File: src/rtl/neopx_pkg.sv
// Shared definitions for the NeoPixel receive path: register map indices,
// STATUS/CONTROL bit positions, pixel geometry and the decoder state encoding.
package neopx_pkg;

    // Register indices as seen on wb_adr_i[5:2]
    localparam logic [3:0] REG_STATUS  = 4'h0;   // byte offset 0x00
    localparam logic [3:0] REG_CONTROL = 4'h1;   // byte offset 0x04
    localparam logic [3:0] REG_CLEAR   = 4'h2;   // byte offset 0x08
    localparam logic [3:0] REG_PIXEL0  = 4'h8;   // byte offset 0x20, PIXEL[n] at 0x20 + 4n

    // STATUS bit positions
    localparam int STAT_FRAME_VALID = 0;
    localparam int STAT_BUSY        = 1;
    localparam int STAT_OVERFLOW    = 2;
    localparam int STAT_GLITCH      = 3;
    localparam int STAT_PARTIAL     = 4;
    localparam int STAT_COUNT_LSB   = 8;

    // CONTROL bit positions
    localparam int CTRL_ENABLE = 0;
    localparam int CTRL_IRQ_EN = 1;

    // Pixel geometry
    localparam int PIX_BITS  = 24;
    localparam int PIX_CNT_W = 4;   // holds 0..8
    localparam int PIX_IDX_W = 3;   // addresses up to 8 slots

    typedef enum logic [1:0] {
        S_WAIT_GAP = 2'd0,
        S_IDLE     = 2'd1,
        S_HIGH     = 2'd2,
        S_LOW      = 2'd3
    } neopx_state_e;

endpackage

File: src/rtl/neopx_decoder.sv
// WS2812 serial decoder: synchronizes the raw line, measures high/low pulse
// widths, assembles 24-bit pixel words MSB first and reports frame events.
module neopx_decoder
    import neopx_pkg::*;
#(
    parameter int NUM_PIXELS     = 8,
    parameter int BIT_THRESH_CYC = 43,
    parameter int MIN_HIGH_CYC   = 7,
    parameter int RESET_CYC      = 3600
) (
    input  logic                 clk,
    input  logic                 rst,
    input  logic                 enable,
    input  logic                 neopixel_in,
    output logic                 pix_we,
    output logic [PIX_IDX_W-1:0] pix_idx,
    output logic [PIX_BITS-1:0]  pix_data,
    output logic                 frame_end,
    output logic [PIX_CNT_W-1:0] frame_pix_cnt,
    output logic                 glitch,
    output logic                 overflow,
    output logic                 partial,
    output logic                 busy
);

    localparam int MAX_CYC = (RESET_CYC > BIT_THRESH_CYC) ? RESET_CYC : BIT_THRESH_CYC;
    localparam int CNT_W   = $clog2(MAX_CYC + 1);

    logic                 sync1_r;
    logic                 sync2_r;
    neopx_state_e         state_r;
    logic [CNT_W-1:0]     cnt_r;
    logic [CNT_W-1:0]     cnt_inc_s;
    logic [PIX_BITS-1:0]  shift_r;
    logic [PIX_BITS-1:0]  shift_next_s;
    logic [4:0]           bit_cnt_r;
    logic [PIX_CNT_W-1:0] pix_cnt_r;
    logic                 bit_s;
    logic                 pix_we_r;
    logic [PIX_IDX_W-1:0] pix_idx_r;
    logic [PIX_BITS-1:0]  pix_data_r;
    logic                 frame_end_r;
    logic [PIX_CNT_W-1:0] frame_pix_cnt_r;
    logic                 glitch_r;
    logic                 overflow_r;
    logic                 partial_r;
    logic                 busy_r;

    // Two-flop synchronizer; the decoder only ever looks at sync2_r
    always_ff @(posedge clk or posedge rst) begin
        if (rst) begin
            sync1_r <= 1'b0;
            sync2_r <= 1'b0;
        end else begin
            sync1_r <= neopixel_in;
            sync2_r <= sync1_r;
        end
    end

    // Saturating increment of the pulse-width counter and next shift value
    always_comb begin
        if (cnt_r == {CNT_W{1'b1}}) begin
            cnt_inc_s = cnt_r;
        end else begin
            cnt_inc_s = cnt_r + CNT_W'(1);
        end
        bit_s        = (cnt_r >= CNT_W'(BIT_THRESH_CYC));
        shift_next_s = {shift_r[PIX_BITS-2:0], bit_s};
    end

    // Decoder FSM. The state always tracks the line level, so a high sample in
    // IDLE/LOW is a rising edge and a low sample in HIGH is a falling edge.
    // The counter includes the sample that caused the transition, so on a
    // falling edge cnt_r equals the number of high samples in the pulse.
    always_ff @(posedge clk or posedge rst) begin
        if (rst) begin
            state_r         <= S_WAIT_GAP;
            cnt_r           <= '0;
            shift_r         <= '0;
            bit_cnt_r       <= 5'd0;
            pix_cnt_r       <= '0;
            pix_we_r        <= 1'b0;
            pix_idx_r       <= '0;
            pix_data_r      <= '0;
            frame_end_r     <= 1'b0;
            frame_pix_cnt_r <= '0;
            glitch_r        <= 1'b0;
            overflow_r      <= 1'b0;
            partial_r       <= 1'b0;
            busy_r          <= 1'b0;
        end else begin
            pix_we_r    <= 1'b0;
            frame_end_r <= 1'b0;
            glitch_r    <= 1'b0;
            overflow_r  <= 1'b0;
            partial_r   <= 1'b0;
            if (!enable) begin
                // Disabled or aborted: forget the frame, keep the buffer
                state_r <= S_WAIT_GAP;
                cnt_r   <= '0;
                busy_r  <= 1'b0;
            end else begin
                case (state_r)
                    S_WAIT_GAP: begin
                        if (sync2_r) begin
                            cnt_r <= '0;
                        end else if (cnt_inc_s == CNT_W'(RESET_CYC)) begin
                            state_r <= S_IDLE;
                            cnt_r   <= '0;
                        end else begin
                            cnt_r <= cnt_inc_s;
                        end
                    end
                    S_IDLE: begin
                        if (sync2_r) begin
                            state_r   <= S_HIGH;
                            cnt_r     <= CNT_W'(1);
                            busy_r    <= 1'b1;
                            pix_cnt_r <= '0;
                            bit_cnt_r <= 5'd0;
                        end
                    end
                    S_HIGH: begin
                        if (sync2_r) begin
                            cnt_r <= cnt_inc_s;
                        end else if (cnt_r < CNT_W'(MIN_HIGH_CYC)) begin
                            glitch_r <= 1'b1;
                            busy_r   <= 1'b0;
                            state_r  <= S_WAIT_GAP;
                            cnt_r    <= '0;
                        end else begin
                            shift_r <= shift_next_s;
                            state_r <= S_LOW;
                            cnt_r   <= CNT_W'(1);
                            if (bit_cnt_r == 5'd23) begin
                                bit_cnt_r <= 5'd0;
                                if (pix_cnt_r < PIX_CNT_W'(NUM_PIXELS)) begin
                                    pix_we_r   <= 1'b1;
                                    pix_idx_r  <= pix_cnt_r[PIX_IDX_W-1:0];
                                    pix_data_r <= shift_next_s;
                                    pix_cnt_r  <= pix_cnt_r + PIX_CNT_W'(1);
                                end else begin
                                    overflow_r <= 1'b1;
                                end
                            end else begin
                                bit_cnt_r <= bit_cnt_r + 5'd1;
                            end
                        end
                    end
                    S_LOW: begin
                        if (sync2_r) begin
                            state_r <= S_HIGH;
                            cnt_r   <= CNT_W'(1);
                        end else if (cnt_inc_s == CNT_W'(RESET_CYC)) begin
                            frame_end_r     <= 1'b1;
                            frame_pix_cnt_r <= pix_cnt_r;
                            partial_r       <= (bit_cnt_r != 5'd0);
                            busy_r          <= 1'b0;
                            state_r         <= S_IDLE;
                            cnt_r           <= '0;
                        end else begin
                            cnt_r <= cnt_inc_s;
                        end
                    end
                    default: begin
                        state_r <= S_WAIT_GAP;
                        cnt_r   <= '0;
                        busy_r  <= 1'b0;
                    end
                endcase
            end
        end
    end

    assign pix_we        = pix_we_r;
    assign pix_idx       = pix_idx_r;
    assign pix_data      = pix_data_r;
    assign frame_end     = frame_end_r;
    assign frame_pix_cnt = frame_pix_cnt_r;
    assign glitch        = glitch_r;
    assign overflow      = overflow_r;
    assign partial       = partial_r;
    assign busy          = busy_r;

endmodule

File: src/rtl/wb_neopx_rx.sv
// Wishbone slave wrapping the WS2812 decoder: STATUS/CONTROL/CLEAR registers,
// a live pixel buffer and a frame-received interrupt.
module wb_neopx_rx
    import neopx_pkg::*;
#(
    parameter int ADDR_WIDTH     = 32,
    parameter int DATA_WIDTH     = 32,
    parameter int NUM_PIXELS     = 8,
    parameter int BIT_THRESH_CYC = 43,
    parameter int MIN_HIGH_CYC   = 7,
    parameter int RESET_CYC      = 3600
) (
    input  logic                  wb_clk_i,
    input  logic                  wb_rst_i,
    input  logic [ADDR_WIDTH-1:0] wb_adr_i,
    input  logic [DATA_WIDTH-1:0] wb_dat_i,
    input  logic                  wb_we_i,
    input  logic [3:0]            wb_sel_i,
    input  logic                  wb_stb_i,
    input  logic                  wb_cyc_i,
    output logic [DATA_WIDTH-1:0] wb_dat_o,
    output logic                  wb_ack_o,
    output logic                  wb_stall_o,
    input  logic                  neopixel_in,
    output logic                  irq_o
);

    logic                  ack_r;
    logic [DATA_WIDTH-1:0] dat_r;
    logic                  irq_r;
    logic                  enable_r;
    logic                  irq_en_r;
    logic                  frame_valid_r;
    logic                  overflow_r;
    logic                  glitch_r;
    logic                  partial_r;
    logic [PIX_CNT_W-1:0]  pixel_count_r;
    logic [PIX_BITS-1:0]   pix_mem [0:NUM_PIXELS-1];

    logic                  req_s;
    logic                  wr_s;
    logic [3:0]            reg_idx_s;
    logic                  ctrl_wr_s;
    logic [4:0]            clr_mask_s;
    logic [DATA_WIDTH-1:0] rd_s;
    logic                  unused_s;

    logic                  dec_pix_we_s;
    logic [PIX_IDX_W-1:0]  dec_pix_idx_s;
    logic [PIX_BITS-1:0]   dec_pix_data_s;
    logic                  dec_frame_end_s;
    logic [PIX_CNT_W-1:0]  dec_frame_cnt_s;
    logic                  dec_glitch_s;
    logic                  dec_overflow_s;
    logic                  dec_partial_s;
    logic                  dec_busy_s;

    neopx_decoder #(
        .NUM_PIXELS     (NUM_PIXELS),
        .BIT_THRESH_CYC (BIT_THRESH_CYC),
        .MIN_HIGH_CYC   (MIN_HIGH_CYC),
        .RESET_CYC      (RESET_CYC)
    ) u_decoder (
        .clk           (wb_clk_i),
        .rst           (wb_rst_i),
        .enable        (enable_r),
        .neopixel_in   (neopixel_in),
        .pix_we        (dec_pix_we_s),
        .pix_idx       (dec_pix_idx_s),
        .pix_data      (dec_pix_data_s),
        .frame_end     (dec_frame_end_s),
        .frame_pix_cnt (dec_frame_cnt_s),
        .glitch        (dec_glitch_s),
        .overflow      (dec_overflow_s),
        .partial       (dec_partial_s),
        .busy          (dec_busy_s)
    );

    assign unused_s = ^{wb_adr_i[ADDR_WIDTH-1:6], wb_adr_i[1:0],
                        wb_dat_i[DATA_WIDTH-1:5], wb_sel_i[3:1]};

    // Bus request decode; only byte lane 0 carries writable bits
    always_comb begin
        req_s     = wb_cyc_i & wb_stb_i & ~ack_r;
        wr_s      = req_s & wb_we_i & wb_sel_i[0];
        reg_idx_s = wb_adr_i[5:2];
        ctrl_wr_s = wr_s & (reg_idx_s == REG_CONTROL);
        if (wr_s && (reg_idx_s == REG_CLEAR)) begin
            clr_mask_s = wb_dat_i[4:0];
        end else begin
            clr_mask_s = 5'b0_0000;
        end
    end

    // Read multiplexer; unmapped addresses and empty pixel slots read as zero
    always_comb begin
        rd_s = '0;
        case (reg_idx_s)
            REG_STATUS: begin
                rd_s[STAT_FRAME_VALID] = frame_valid_r;
                rd_s[STAT_BUSY]        = dec_busy_s;
                rd_s[STAT_OVERFLOW]    = overflow_r;
                rd_s[STAT_GLITCH]      = glitch_r;
                rd_s[STAT_PARTIAL]     = partial_r;
                rd_s[STAT_COUNT_LSB +: PIX_CNT_W] = pixel_count_r;
            end
            REG_CONTROL: begin
                rd_s[CTRL_ENABLE] = enable_r;
                rd_s[CTRL_IRQ_EN] = irq_en_r;
            end
            default: begin
                if ((reg_idx_s >= REG_PIXEL0) && ({1'b0, reg_idx_s[2:0]} < 4'(NUM_PIXELS))) begin
                    rd_s[PIX_BITS-1:0] = pix_mem[reg_idx_s[2:0]];
                end else begin
                    rd_s = '0;
                end
            end
        endcase
    end

    // Single-cycle acknowledge with read data registered alongside it
    always_ff @(posedge wb_clk_i or posedge wb_rst_i) begin
        if (wb_rst_i) begin
            ack_r <= 1'b0;
            dat_r <= '0;
        end else begin
            ack_r <= req_s;
            dat_r <= (req_s && !wb_we_i) ? rd_s : '0;
        end
    end

    // CONTROL register
    always_ff @(posedge wb_clk_i or posedge wb_rst_i) begin
        if (wb_rst_i) begin
            enable_r <= 1'b0;
            irq_en_r <= 1'b0;
        end else if (ctrl_wr_s) begin
            enable_r <= wb_dat_i[CTRL_ENABLE];
            irq_en_r <= wb_dat_i[CTRL_IRQ_EN];
        end
    end

    // Sticky STATUS flags; a decoder event in the same cycle as CLEAR wins
    always_ff @(posedge wb_clk_i or posedge wb_rst_i) begin
        if (wb_rst_i) begin
            frame_valid_r <= 1'b0;
            overflow_r    <= 1'b0;
            glitch_r      <= 1'b0;
            partial_r     <= 1'b0;
            pixel_count_r <= '0;
        end else begin
            frame_valid_r <= dec_frame_end_s | (frame_valid_r & ~clr_mask_s[STAT_FRAME_VALID]);
            overflow_r    <= dec_overflow_s  | (overflow_r    & ~clr_mask_s[STAT_OVERFLOW]);
            glitch_r      <= dec_glitch_s    | (glitch_r      & ~clr_mask_s[STAT_GLITCH]);
            partial_r     <= dec_partial_s   | (partial_r     & ~clr_mask_s[STAT_PARTIAL]);
            if (dec_frame_end_s) begin
                pixel_count_r <= dec_frame_cnt_s;
            end
        end
    end

    // Frame-received interrupt
    always_ff @(posedge wb_clk_i or posedge wb_rst_i) begin
        if (wb_rst_i) begin
            irq_r <= 1'b0;
        end else begin
            irq_r <= frame_valid_r & irq_en_r;
        end
    end

    // Pixel buffer, written live by the decoder and deliberately not reset
    always_ff @(posedge wb_clk_i) begin
        if (dec_pix_we_s) begin
            pix_mem[dec_pix_idx_s] <= dec_pix_data_s;
        end
    end

    assign wb_ack_o   = ack_r;
    assign wb_dat_o   = dat_r;
    assign wb_stall_o = 1'b0;
    assign irq_o      = irq_r;

endmodule

File: config.mk
export PLATFORM = sky130hd
export DESIGN_NAME = wb_neopx_rx
export DESIGN_NICKNAME = d
export VERILOG_FILES = /design/src/rtl/neopx_pkg.sv /design/src/rtl/neopx_decoder.sv /design/src/rtl/wb_neopx_rx.sv
export SDC_FILE = /design/constraint.sdc
export NUM_CORES = 1
export LEC_CHECK = 0
export BUFFER_PORTS_ARGS = -buffer_cell sky130_fd_sc_hd__clkbuf_2
export CAP_MARGIN = 20
export CORE_UTILIZATION = 53
export DETAILED_ROUTE_END_ITERATION = 8
export PLACE_DENSITY = 0.75
export SLEW_MARGIN = 10
export SYNTH_ARGS = -nofsm -noshare
export SYNTH_HDL_FRONTEND = slang
export SYNTH_HIERARCHICAL = 1
export SYNTH_SLANG_ARGS = --single-unit
File: constraint.sdc
create_clock -name wb_clk_i -period 2.55 [get_ports wb_clk_i]
set_input_delay 0.255 -clock wb_clk_i [delete_from_list [all_inputs] [get_ports wb_clk_i]]
set_output_delay 0.255 -clock wb_clk_i [all_outputs]
set_load 0.05 [all_outputs]
# == Word-level counts from Yosys, hierarchy flattened ==
# Memories as Yosys holds them, arrays and structs flattened.
# Cells that the tools add are included.
# word_totals
reg_bits,129
ram_bits,192
input_bits,74
output_inout_bits,35
elab_cells,159
memories,1
# mem_list
memory,depth,width,rd,rd_clocked_by_memory_dff,wr,line,text
pix_mem,8,24,1,0,1,wb_neopx_rx.sv:38,logic [PIX_BITS-1:0] pix_mem [0:NUM_PIXELS-1];
# op_classes
n_addsub,3
magnitude_cmp,4
n_eq_ne,20
muxes,69
n_bitwise,21
reduce_logical,15
# ops
op,n
$mux W12,8
$pmux W12 S4,1
$mux W1,33
$mux W32,1
$mux W5,5
$eq A12 B12 Y1 const B,2
$mux W24,1
$mux W4,5
$pmux W4 S2,2
$mux W2,7
$add A12 B1 Y12 const B,1
$ge A12 B6 Y1 const B,1
$lt A12 B3 Y1 const B,1
$reduce_and A6 Y1,2
$and A1 B1 Y1,10
$pmux W5 S2,1
$ne A3 B2 Y1 const B,3
$ne A3 B3 Y1 const B,3
$pmux W2 S4,1
$reduce_and A4 Y1,2
$not A1 Y1,7
$reduce_and A7 Y1,1
$ne A2 B1 Y1 const B,3
$pmux W3 S2,1
other kinds (24),30

# == Logic depth before layout (Yosys ltp) ==
# Gate-level depths: netlist of the first run.
# depth
word_depth,9
ltp_mapped,11
mapped_depth_nobuf,8

# == By module ==
# Netlist of the first run, hierarchy kept.
# by_module_without_submodules
module,n_inst,cells_per_inst,area_per_inst_um2,seq_area_each_um2
wb_neopx_rx,1,399,8658.3,6666.4
neopx_decoder,1,425,4250.3,2127.0

# == Least setup slack after synthesis of the first run ==
# No wires, ideal clock.
# synth_timing
path_type,reg-to-reg
startpoint,reg u_decoder.pix_idx_r[2] (netlist: u_decoder/pix_idx[2])
endpoint,mem pix_mem[0][0] (enable)
setup_ns,0.435
arrival_ns,2.223
t_required_ns,2.115
path_slack_ns,-0.108
stages_incl_launch_ff,3
path_buffers,0
synth_period_minus_slack_ns,2.658
cell_sequence,dfrtp_1 > nand2b_1 > nor3_1
# synth_lines
item,line,text
start: declaration,neopx_decoder.sv:40,logic [PIX_IDX_W-1:0] pix_idx_r;
start signal: assignment,neopx_decoder.sv:139,pix_idx_r <= pix_cnt_r[PIX_IDX_W-1:0];
end: declaration,wb_neopx_rx.sv:38,
# No word-level cell before the write port.

# == Final worst setup path of the first run ==
# layout_timing
startpoint,reg u_decoder.cnt_r[0]
endpoint,reg u_decoder.cnt_r[9]
# layout_via
elab_chain_cells,7
word_cells_on_any_way,10
cone_classes,add/sub (1); eq/ne (2); mux (7)
# layout_rtl
item,line,text
start: declaration,neopx_decoder.sv:32,logic [CNT_W-1:0] cnt_r;
start signal: assignment,neopx_decoder.sv:111,cnt_r <= cnt_inc_s;
start signal: assignment,neopx_decoder.sv:125,cnt_r <= cnt_inc_s;
start signal: assignment,neopx_decoder.sv:162,cnt_r <= cnt_inc_s;
$add A12 B1 Y12 or $eq A12 B12 Y1 (tied branches),"neopx_decoder.sv:65, neopx_decoder.sv:62",
$mux W12 *,neopx_decoder.sv:62,if (cnt_r == {CNT_W{1'b1}}) begin
$eq A12 B12 Y1,"neopx_decoder.sv:107, neopx_decoder.sv:154",
$mux W12,"neopx_decoder.sv:107, neopx_decoder.sv:154",
$mux W12 (on tied branches),"neopx_decoder.sv:151, neopx_decoder.sv:105",
$pmux W12 S4 *,neopx_decoder.sv:103,case (state_r)
$mux W12 *,neopx_decoder.sv:97,if (!enable) begin
# Mark *: on every way between the ends. The rest lies on a longest branch, timed or not.
# A chain may end at the register's enable or synchronous reset.

==> flow_summary.yaml, run 1 <==
global_route:
  grt_pass1_vias: 7245
  grt_pass1_wl_um: 40810
  grt_overflow: 0
  antenna_found_initial: 0
  grt.total_usage_pct: 21.85
  grt_max_degree: 59
finish:
  fin_cells: 1246
  final_util_pct: 62.23
  drive_gt1_share_pct: 26.54
  fin_nets: 981
  syn2layout_area_growth_pct: 14.16
  design_area_sq_um: 14740
  antenna_cells: 0
critical_path:
  cp_slowest_cell: "o41ai_4"
  startpoint_type: "flop"
  r2r-end: "u_decoder/cnt_r[9]"
  slowest_delay_ps: 410
  cp_num_cells: 8
  endpoint: "u_decoder/cnt_r[9]"
  critPathTopFamily: "compound AO/OA/AOI/OAI gates"
  worstPathCellList: "ha_1 -> and2b_2 -> nand4_2 -> a211oi_4 -> nand3_2 -> o41ai_4 -> nand2_4 -> a32o_2"
  crit_fanout: 8
  worstPathArrival_ps: 2910
  timing.rr.start: "u_decoder/cnt_r[0]"
  endpoint_kind: "flop"
  startpoint: "u_decoder/cnt_r[0]"
  critical_path_required_ps: 2980
  r2r_cells: 8
  reg2reg_slack_ps: 60
  worstSetupPathType: "reg -> reg"
  cp_num_buf_inv: 0
power_and_ir_drop:
  power_frac_clock_pct: 43.4
  pwr-share-seq_pct: 53.4
  power_density_nw_per_um2: 681.2
  vdd_ir_drop_max_uv: 440.4
  intPower_mw: 8.006
  power_switching_share_pct: 20.25
  combPwrFrac_pct: 3.2
  power.total_mw: 10.04
  p_leak_nw: 5.426
  p_sw_mw: 2.033
placement:
  placed_cells: 1184
  hpwl_um: 15970
  gp_congestion: 0.8361
  postPlaceCellArea_sq_um: 13670
  io_buffers: 41
clocking:
  cts_tree: "done"
  htreeDepth: 1
  clockBufferDepth: 3
  numCtsBuffers: 30
  clk_latency_ps: 550
  root_buffer: "clkbuf_16"
  clock_sinks: 313
  clkSlewWorstSetupHoldPaths_ps: 60
detailed_routing:
  dr.first_iter.drc_count: 475
  wl_per_cell_um: 20.65
  routed_wirelength_um: 25730
  drc: 0
  vias_per_cell: 5.783
  ant_nets: 0
  first_pass_iters: 4
  vias: 7206
yosys:
  syn_area_sq_um: 12910
  yosysSeqAreaShare_pct: 68.12
  avgSynthCellArea_sq_um: 15.67
  synth_cell_types: 77
  synth_edf_count: 192
  ys_dominant_reg_cell: "edfxtp_1"
  ys.warnings.count: 6
  ys_ff_latch: 313
  syn_inst: 824
  synthArstFlopShare_pct: 38.66
die:
  num_rows: 56
  core_sq_um: 23680
  ios: 109
  die_h_um: 158.1
  start_util_pct: 54.51
  dieArea_sq_um: 24980
  chipWidth_um: 158.1
timing:
  rsz0062_at_grt: "yes"
  slew_violations: 0
  hold_viol: 0
  setup_tns_ps: 0
  finalClockSkew_ps: 15.91
  maxSlewHeadroom_pct: 41.22
  timing.fmax_ghz: 0.4021
  worstMarginPinSlew_ps: 880.4
  period_minus_slack_ps: 2487
  finalCritPeriodShare_pct: 97.52
  setup_viol_count_final: 0
status:
  status: "finished, final reports clean"
flow_run:
  drv_cap: 0
hold_path:
  min_path_type: "in -> reg"
[how the worst min path moves through the flow]
| stage | start | end | slack (ps) | cells after the start |
|---|---|---|---|---|
| 5_1_grt | wb_dat_i[3] | glitch_r | 50 | 3 |
| 3_5_place_dp | wb_rst_i | u_decoder/pix_data[4] | 320 | 2 |
| 3_3_place_gp | wb_rst_i | u_decoder/pix_data[4] | 330 | 2 |
| 6_report | wb_dat_i[3] | glitch_r | 30 | 3 |
| 2_1_floorplan | neopixel_in | u_decoder/sync1_r | 290 | 0 |
| 4_1_cts | wb_dat_i[3] | glitch_r | 10 | 3 |
[cells in the mapped netlist (4+ instances only)]
cell | number | area, sq um
mux2i_1 | 28 | 280.3
ha_1 | 4 | 50.05
mux4_2 | 46 | 1036
o21ai_0 | 22 | 110.1
buf_6 | 7 | 78.83
edfxtp_1 | 192 | 5766
and2_1 | 11 | 68.82
nand2_1 | 98 | 367.9
nor3_1 | 11 | 55.05
nand4_1 | 7 | 43.79
inv_1 | 10 | 37.54
nand3_1 | 13 | 65.06
a32o_1 | 4 | 40.04
and3_1 | 6 | 37.54
nand2b_1 | 6 | 37.54
dfrtp_1 | 121 | 3028
a21o_1 | 4 | 30.03
nor2b_1 | 4 | 25.02
mux2_1 | 7 | 78.83
clkbuf_1 | 13 | 48.80
o2bb2ai_1 | 7 | 61.31
nor2_1 | 46 | 172.7
buf_2 | 15 | 75.07
o21ai_1 | 6 | 30.03
a21oi_1 | 15 | 75.07
buf_4 | 16 | 120.1
mux2_2 | 31 | 349.1
nor4_1 | 4 | 25.02
[timing repair]
action,CTS,global route
endpoints found under the setup margin,0,11
endpoints found under the hold margin,68,0
buffers inserted,0,0
gates resized for setup,0,5
hold buffers,6,0
[final cells by class]
cell class | count | area (sq um)
Clock buffer | 45 | 868.3
Clock inverter | 11 | 116.4
Fill cell | 1763 | 8946
Inverter | 11 | 42.54
Multi-Input combinational cell | 456 | 3831
Sequential cell | 313 | 8793
Tap cell | 319 | 399.1
Timing Repair Buffer | 91 | 685.7
[layout by cell type, fill, tap and decap left out, drive strengths merged, types with 4 or more instances in the layout]
cell / n
a32o: 5
mux2i: 28
mux2: 38
ha: 4
o21ai: 28
nand2: 99
and4: 5
nand4: 9
and2: 11
nor4: 4
dlygate4sd3: 6
clkbuf: 85
a21oi: 15
edfxtp: 192
o2bb2ai: 8
nor2: 46
inv: 10
buf: 45
nor2b: 4
nand2b: 6
dfrtp: 121
and3: 8
clkinv: 10
nor3: 11
a21o: 4
conb: 9
nand3: 14
mux4: 46
[through the flow]
step	worst slack [ps]	hold slack (ps)
after floorplan	101.5	286.4
after global placement	93.04	326.2
after detailed placement	93.60	318.7
after CTS	64.92	13.84
after global routing	-5.692	46.47
final	63.18	28.30
[worst register-to-register path: stages (launching register included)]
cell and delay (ps):
dfrtp_1 390, ha_1 310, and2b_2 250, nand4_2 130, a211oi_4 300, nand3_2 130
o41ai_4 410, nand2_4 160, a32o_2 290
[flip-flops by register name, indices dropped and copies added (netlist names), 2 cells and up]
register                 count
u_decoder/state_r            2
u_decoder/cnt_r             12
u_decoder/pix_cnt_r          4
u_decoder/pix_data          24
pix_mem                    192
wb_dat_o                    24
pixel_count_r                4
u_decoder/pix_idx            3
u_decoder/shift_r           23
u_decoder/frame_pix_cnt      4
u_decoder/bit_cnt_r          5
[kinds of logic after synthesis]
family | Yosys count | share of synthesized area [%]
DFF | 313 | 68.12
and+or+nand+nor | 235 | 9.344
muxes | 112 | 13.51
AOI/OAI and AO/OA | 91 | 5.254
buffers and inverters | 63 | 2.937
adders and majority gates | 5 | 0.4750
xor gates and xnor gates | 4 | 0.3296
other | 1 | 0.02905
[layer usage]
metal  track usage, %  wire length (um)  up-vias
met2            36.61             13020      165
li1                 -                 -     3265
met4            5.540               413        0
met3            2.737              1073       43
met5                0                 0        -
met1            30.55             11220     3733
[power by group through the flow]
stage	Combinational, mW	Sequential [mW]	Clock (mW)
global placement	0.315	5.46	0
finish	0.319	5.36	4.36
detailed placement	0.317	5.46	0
global route	0.344	5.36	4.64
floorplan	0.208	5.50	0
CTS	0.325	5.36	4.44
No activity file was read; power rests on OpenSTA's default activity.
==> run 2: changes to the inputs <==
--- a/config.mk
+++ b/config.mk
@@ -7,9 +7,9 @@
 export LEC_CHECK = 0
 export BUFFER_PORTS_ARGS = -buffer_cell sky130_fd_sc_hd__clkbuf_2
 export CAP_MARGIN = 20
-export CORE_UTILIZATION = 53
+export CORE_UTILIZATION = 30
+export CTS_BUF_LIST = sky130_fd_sc_hd__clkbuf_2
 export DETAILED_ROUTE_END_ITERATION = 8
-export PLACE_DENSITY = 0.75
 export SLEW_MARGIN = 10
 export SYNTH_ARGS = -nofsm -noshare
 export SYNTH_HDL_FRONTEND = slang
==> flow_summary.yaml, run 2 (synthesis gave the netlist of run 1 again) <==
critical_path:
  slowest_delay_ps: 440
  cp_slowest_cell: "o41ai_4"
  critPathTopFamily: "compound AO/OA/AOI/OAI gates"
  critical_path_required_ps: 3260
  worstPathArrival_ps: 3170
  startpoint: "u_decoder/cnt_r[0]"
  cp_num_buf_inv: 0
  worstPathCellList: "ha_2 -> and2b_1 -> nand4_2 -> a211oi_4 -> nand3_2 -> o41ai_4 -> nand2_4 -> a41o_1"
  worstSetupPathType: "reg -> reg"
  startpoint_type: "flop"
  crit_fanout: 8
  timing.rr.start: "u_decoder/cnt_r[0]"
  endpoint_kind: "flop"
die:
  die_h_um: 209.4
  core_sq_um: 42230
  chipWidth_um: 209.4
  num_rows: 75
  dieArea_sq_um: 43860
  start_util_pct: 30.57
  ios: 109
detailed_routing:
  drc: 0
  met1_length_um: 11800
  dr.first_iter.drc_count: 447
  first_pass_iters: 5
  vias_per_cell: 4.725
  ant_nets: 0
  met3_length_um: 1487
  vias: 7375
  routed_wirelength_um: 27550
  route.top_layer_used: "met5"
  wl_met2_um: 13710
  wl_per_cell_um: 17.65
placement:
  io_buffers: 41
  gp_congestion: 0.8195
  post-place-ws_ps: 17.60
  hpwl_um: 16300
clocking:
  htreeDepth: 3
  numCtsBuffers: 75
  clk_latency_ps: 890
  clkSlewWorstSetupHoldPaths_ps: 90
  clockBufferDepth: 3
  clock_sinks: 313
  cts_tree: "done"
  root_buffer: "clkbuf_2"
power_and_ir_drop:
  power.total_mw: 9.041
  power_switching_share_pct: 23.80
  power_frac_clock_pct: 37.1
  p_leak_nw: 5.514
  power_density_nw_per_um2: 610.1
  pwr-share-seq_pct: 59.2
  combPwrFrac_pct: 3.7
  p_sw_mw: 2.152
  vdd_ir_drop_max_uv: 218.2
  intPower_mw: 6.890
timing:
  rsz0062_at_grt: "yes"
  slew_violations: 0
  timing.fmax_ghz: 0.4069
  hold_viol: 0
  setup_viol_count_final: 0
  maxSlewHeadroom_pct: 38.04
  setup_ws_ps: 92.26
  finalClockSkew_ps: 85.14
  finalCritPeriodShare_pct: 96.38
  period_minus_slack_ps: 2458
  worstMarginPinSlew_ps: 928.1
global_route:
  grt_max_degree: 43
  grt_overflow: 0
  grt.total_usage_pct: 12.96
  antenna_found_initial: 3
  grt_pass1_wl_um: 43390
  grt_pass1_vias: 7717
finish:
  syn2layout_area_growth_pct: 14.80
  mostFrequentLayoutCells: "edfxtp_1, clkbuf_2, dfrtp_1, nand2_1, mux4_2"
  final_common_cell: "edfxtp_1"
  regMostFlops: "pix_mem"
  largest_reg_flops: 192
  drive_gt1_share_pct: 31.47
  fin_nets: 1036
status:
  status: "finished, final reports clean"
flow_run:
  drv_cap: 0
hold_path:
  min_from: "neopixel_in"
  min_path_type: "in -> reg"
-- run 2: changes by cell type in the layout (fill, tap and decap cells not counted), moves of 2 or more --
| cell | before | now |
|---|---|---|
| dfrtp_2 | 0 | 2 |
| inv_2 | 2 | 4 |
| clkinv_1 | 0 | 14 |
| diode_2 | 0 | 2 |
| clkbuf_8 | 4 | 0 |
| buf_12 | 7 | 3 |
| clkbuf_2 | 40 | 159 |
| clkbuf_16 | 31 | 0 |
| dlygate4sd3_1 | 6 | 21 |
| clkbuf_1 | 10 | 0 |
| clkinv_2 | 9 | 1 |
| dfrtp_1 | 121 | 119 |
-- run 2: path summary, 6_finish.rpt --
path | to | slack, ps | cells past startpoint
worst min-delay path | u_decoder/sync1_r | 100 | 2
worst max register to register | u_decoder/cnt_r[6] | 90 | 8
max in group asynchronous | u_decoder/cnt_r[8] | 1300 | 5
worst max-delay path | u_decoder/cnt_r[6] | 90 | 8
min in group asynchronous | wb_dat_o[12] | 150 | 3
worst min register to register | u_decoder/sync2_r | 350 | 0
-- run 2: what timing repair did --
item,4_1_cts,5_1_grt
gates resized for setup,0,5
hold endpoints to repair,145,0
setup endpoints to repair,0,13
setup buffers,0,1
hold buffers,21,0
-- run 2: power by group through the flow --
stage	Combinational, mW	Sequential [mW]	Clock (mW)
4_1_cts	0.344	5.35	3.51
6_report	0.336	5.35	3.36
3_3_place_gp	0.322	5.46	0
5_1_grt	0.365	5.35	3.76
3_5_place_dp	0.323	5.46	0
2_1_floorplan	0.208	5.50	0
-- run 2: metal layers --
metal  track usage [%]  up-vias
li1                  -     3439
met2             21.71      174
met4             5.274        2
met3             3.202       43
met1             16.02     3717
met5                 0        -
-- run 2: area by class of cell --
class / instances / area (sq um)
fillers: 4092 / 27410
flip-flops and latches: 313 / 8796
multi-input cells: 456 / 3820
repair buffers: 101 / 748.2
well taps: 539 / 674.4
clock buffers: 119 / 595.6
clock inverters: 20 / 137.6
inverters: 11 / 42.54
diodes: 2 / 5.005
-- run 2: worst reg2reg max path, stage by stage, from the launching register on --
cell and delay [ps]:
dfrtp_1 400, ha_2 280, and2b_1 240, nand4_2 140, a211oi_4 320, nand3_2 130
o41ai_4 440, nand2_4 160, a41o_1 260
-- run 2: through the flow --
stage,hold WS (ps),util (%),cells,instance area (sq um),setup TNS [ps]
2_1_floorplan,286.4,-,832,12950,0
3_3_place_gp,335.7,32.79,1398,13850,0
3_5_place_dp,323.0,32.79,1398,13850,0
4_1_cts,18.03,35.03,1558,14790,0
5_1_grt,32.47,35.09,1561,14820,-221.3
6_report,99.11,35.09,1561,14820,0
==> run 3: changes to the inputs <==
--- a/config.mk
+++ b/config.mk
@@ -7,9 +7,12 @@
 export LEC_CHECK = 0
 export BUFFER_PORTS_ARGS = -buffer_cell sky130_fd_sc_hd__clkbuf_2
 export CAP_MARGIN = 20
+export CELL_PAD_IN_SITES_DETAIL_PLACEMENT = 2
+export CELL_PAD_IN_SITES_GLOBAL_PLACEMENT = 2
 export CORE_UTILIZATION = 30
 export CTS_BUF_LIST = sky130_fd_sc_hd__clkbuf_2
 export DETAILED_ROUTE_END_ITERATION = 8
+export PLACE_DENSITY_LB_ADDON = 0.1
 export SLEW_MARGIN = 10
 export SYNTH_ARGS = -nofsm -noshare
 export SYNTH_HDL_FRONTEND = slang
==> constraint.sdc (replaced) <==
create_clock -name wb_clk_i -period 2.07 [get_ports wb_clk_i]
set_input_delay 0.207 -clock wb_clk_i [delete_from_list [all_inputs] [get_ports wb_clk_i]]
set_output_delay 0.207 -clock wb_clk_i [all_outputs]
set_load 0.05 [all_outputs]
==> flow_summary.yaml, run 3 (synthesis gave the netlist of run 1 again) <==
detailed_routing:
  dr.first_iter.drc_count: 322
  drc: 0
  wl_per_cell_um: 21.99
  first_pass_iters: 4
  vias_per_cell: 4.860
  routed_wirelength_um: 36420
  vias: 8048
  ant_nets: 0
clocking:
  clkSlewWorstSetupHoldPaths_ps: 100
  clk_latency_ps: 980
  numCtsBuffers: 87
  cts_tree: "done"
  root_buffer: "clkbuf_2"
  clockBufferDepth: 3
  htreeDepth: 3
  clock_sinks: 313
critical_path:
  timing.rr.start: "u_decoder/cnt_r[0]"
  critical_path_required_ps: 2910
  reg2reg_slack_ps: -370
  endpoint_kind: "flop"
  worstPathArrival_ps: 3290
  crit_fanout: 8
  worstSetupPathType: "reg -> reg"
  r2r_cells: 8
  startpoint_type: "flop"
  r2r-end: "u_decoder/cnt_r[9]"
global_route:
  grt_pass1_wl_um: 56300
  grt_overflow: 0
  antenna_found_initial: 2
  grt_pass1_vias: 9289
  grt.total_usage_pct: 17.30
  grt_max_degree: 52
finish:
  fin_nets: 1122
  largest_reg_flops: 192
  drive_gt1_share_pct: 40.72
  syn2layout_area_growth_pct: 24.54
  final_util_pct: 38.07
  regMostFlops: "pix_mem"
  design_area_sq_um: 16080
  final_common_cell: "edfxtp_1"
  mostFrequentLayoutCells: "edfxtp_1, clkbuf_2, dfrtp_1, nand2_1, buf_4"
die:
  core_sq_um: 42230
  chipWidth_um: 209.4
  die_h_um: 209.4
  start_util_pct: 30.57
  num_rows: 75
  ios: 109
  dieArea_sq_um: 43860
timing:
  timing.fmax_ghz: 0.4091
  finalCritPeriodShare_pct: 118.1
  rsz0062_at_grt: "yes"
  setup_tns_ps: -9844
  setup_viol_count_final: 49
  finalClockSkew_ps: 88.36
  hold_viol: 0
  maxSlewHeadroom_pct: 49.49
  worstMarginPinSlew_ps: 757.7
  setup_ws_ps: -374.5
  slew_violations: 0
  period_minus_slack_ps: 2444
power_and_ir_drop:
  p_leak_nw: 6.155
  vdd_ir_drop_max_uv: 284.7
  power_density_nw_per_um2: 735.1
  power.total_mw: 11.82
hold_path:
  hold_depth: 4
  min_path_type: "in -> reg"
  hold_path_end: "wb_dat_o[17]"
  min_from: "wb_adr_i[2]"
status:
  violations: "negative setup slack"
  status: "finished, violations left"
placement:
  postPlaceCellArea_sq_um: 14450
  io_buffers: 41
  gp_congestion: 0.8043
  hpwl_um: 22150
flow_run:
  drv_cap: 0
[run 3: cell count changes in the layout (fill, tap and decap cells not counted), moves of 11 or more]
cell	delta
clkbuf_2	+25
buf_6	+12
buf_12	+13
mux2_4	+11
buf_4	+36
[run 3: area by class of cell]
type | instances | area, sq um
Clock inverter | 16 | 122.6
Inverter | 11 | 45.04
Multi-Input combinational cell | 456 | 4081
Antenna cell | 2 | 5.005
Timing Repair Buffer | 175 | 1629
Fill cell | 4247 | 26150
Clock buffer | 144 | 720.7
Sequential cell | 313 | 8798
Tap cell | 539 | 674.4
[run 3: report_power, final]
| group | switching, mW | leakage [nW] | internal (mW) |
|---|---|---|---|
| clock network | 2.71 | 0.653 | 2.06 |
| logic | 0.300 | 2.51 | 0.157 |
| registers | 0.0116 | 3.00 | 6.58 |
[run 3: through the flow]
stage | hold slack, ps | worst slack [ps] | std cells
2_1_floorplan | 238.4 | -164.5 | 832
3_5_place_dp | 318.4 | -392.6 | 1445
3_3_place_gp | 318.2 | -332.5 | 1445
4_1_cts | 83.30 | -374.7 | 1650
6_report | 165.3 | -374.5 | 1656
5_1_grt | 89.27 | -430.3 | 1656
[run 3: worst max-delay path by stage]
stage / start / endpoint / slack [ps]
finish: u_decoder/cnt_r[0] / u_decoder/cnt_r[9] / -370
global route: u_decoder/cnt_r[0] / u_decoder/cnt_r[3] / -430
CTS: u_decoder/cnt_r[0] / u_decoder/cnt_r[9] / -370
detailed placement: u_decoder/cnt_r[0] / u_decoder/cnt_r[3] / -390
global placement: u_decoder/cnt_r[0] / u_decoder/cnt_r[9] / -330
floorplan: u_decoder/cnt_r[1] / u_decoder/cnt_r[9] / -160
[run 3: metal layers]
| layer | global-route usage, % | share of wire [%] |
|---|---|---|
| met1 | 21.51 | 43 |
| met2 | 29.55 | 51 |
| met3 | 3.471 | 3.4 |
| met4 | 6.795 | 2.4 |
| met5 | 0 | 0 |
[run 3: what timing repair did]
item | 4_1_cts | 5_1_grt
gates cloned | 4 | 0
buffers inserted | 13 | 4
pin swaps | 12 | 11
endpoints found under the hold margin | 153 | 8
resized for setup | 39 | 32
hold buffers | 28 | 1
setup endpoints to repair | 72 | 100
[run 3: worst max-delay path, stage by stage, from the launching register on]
cell	delay, ps
dfrtp_2	460
ha_4	250
and2b_2	250
nand4_4	90
a211oi_4	320
nand3_2	140
o41ai_4	330
nand2_4	180
a32o_2	310
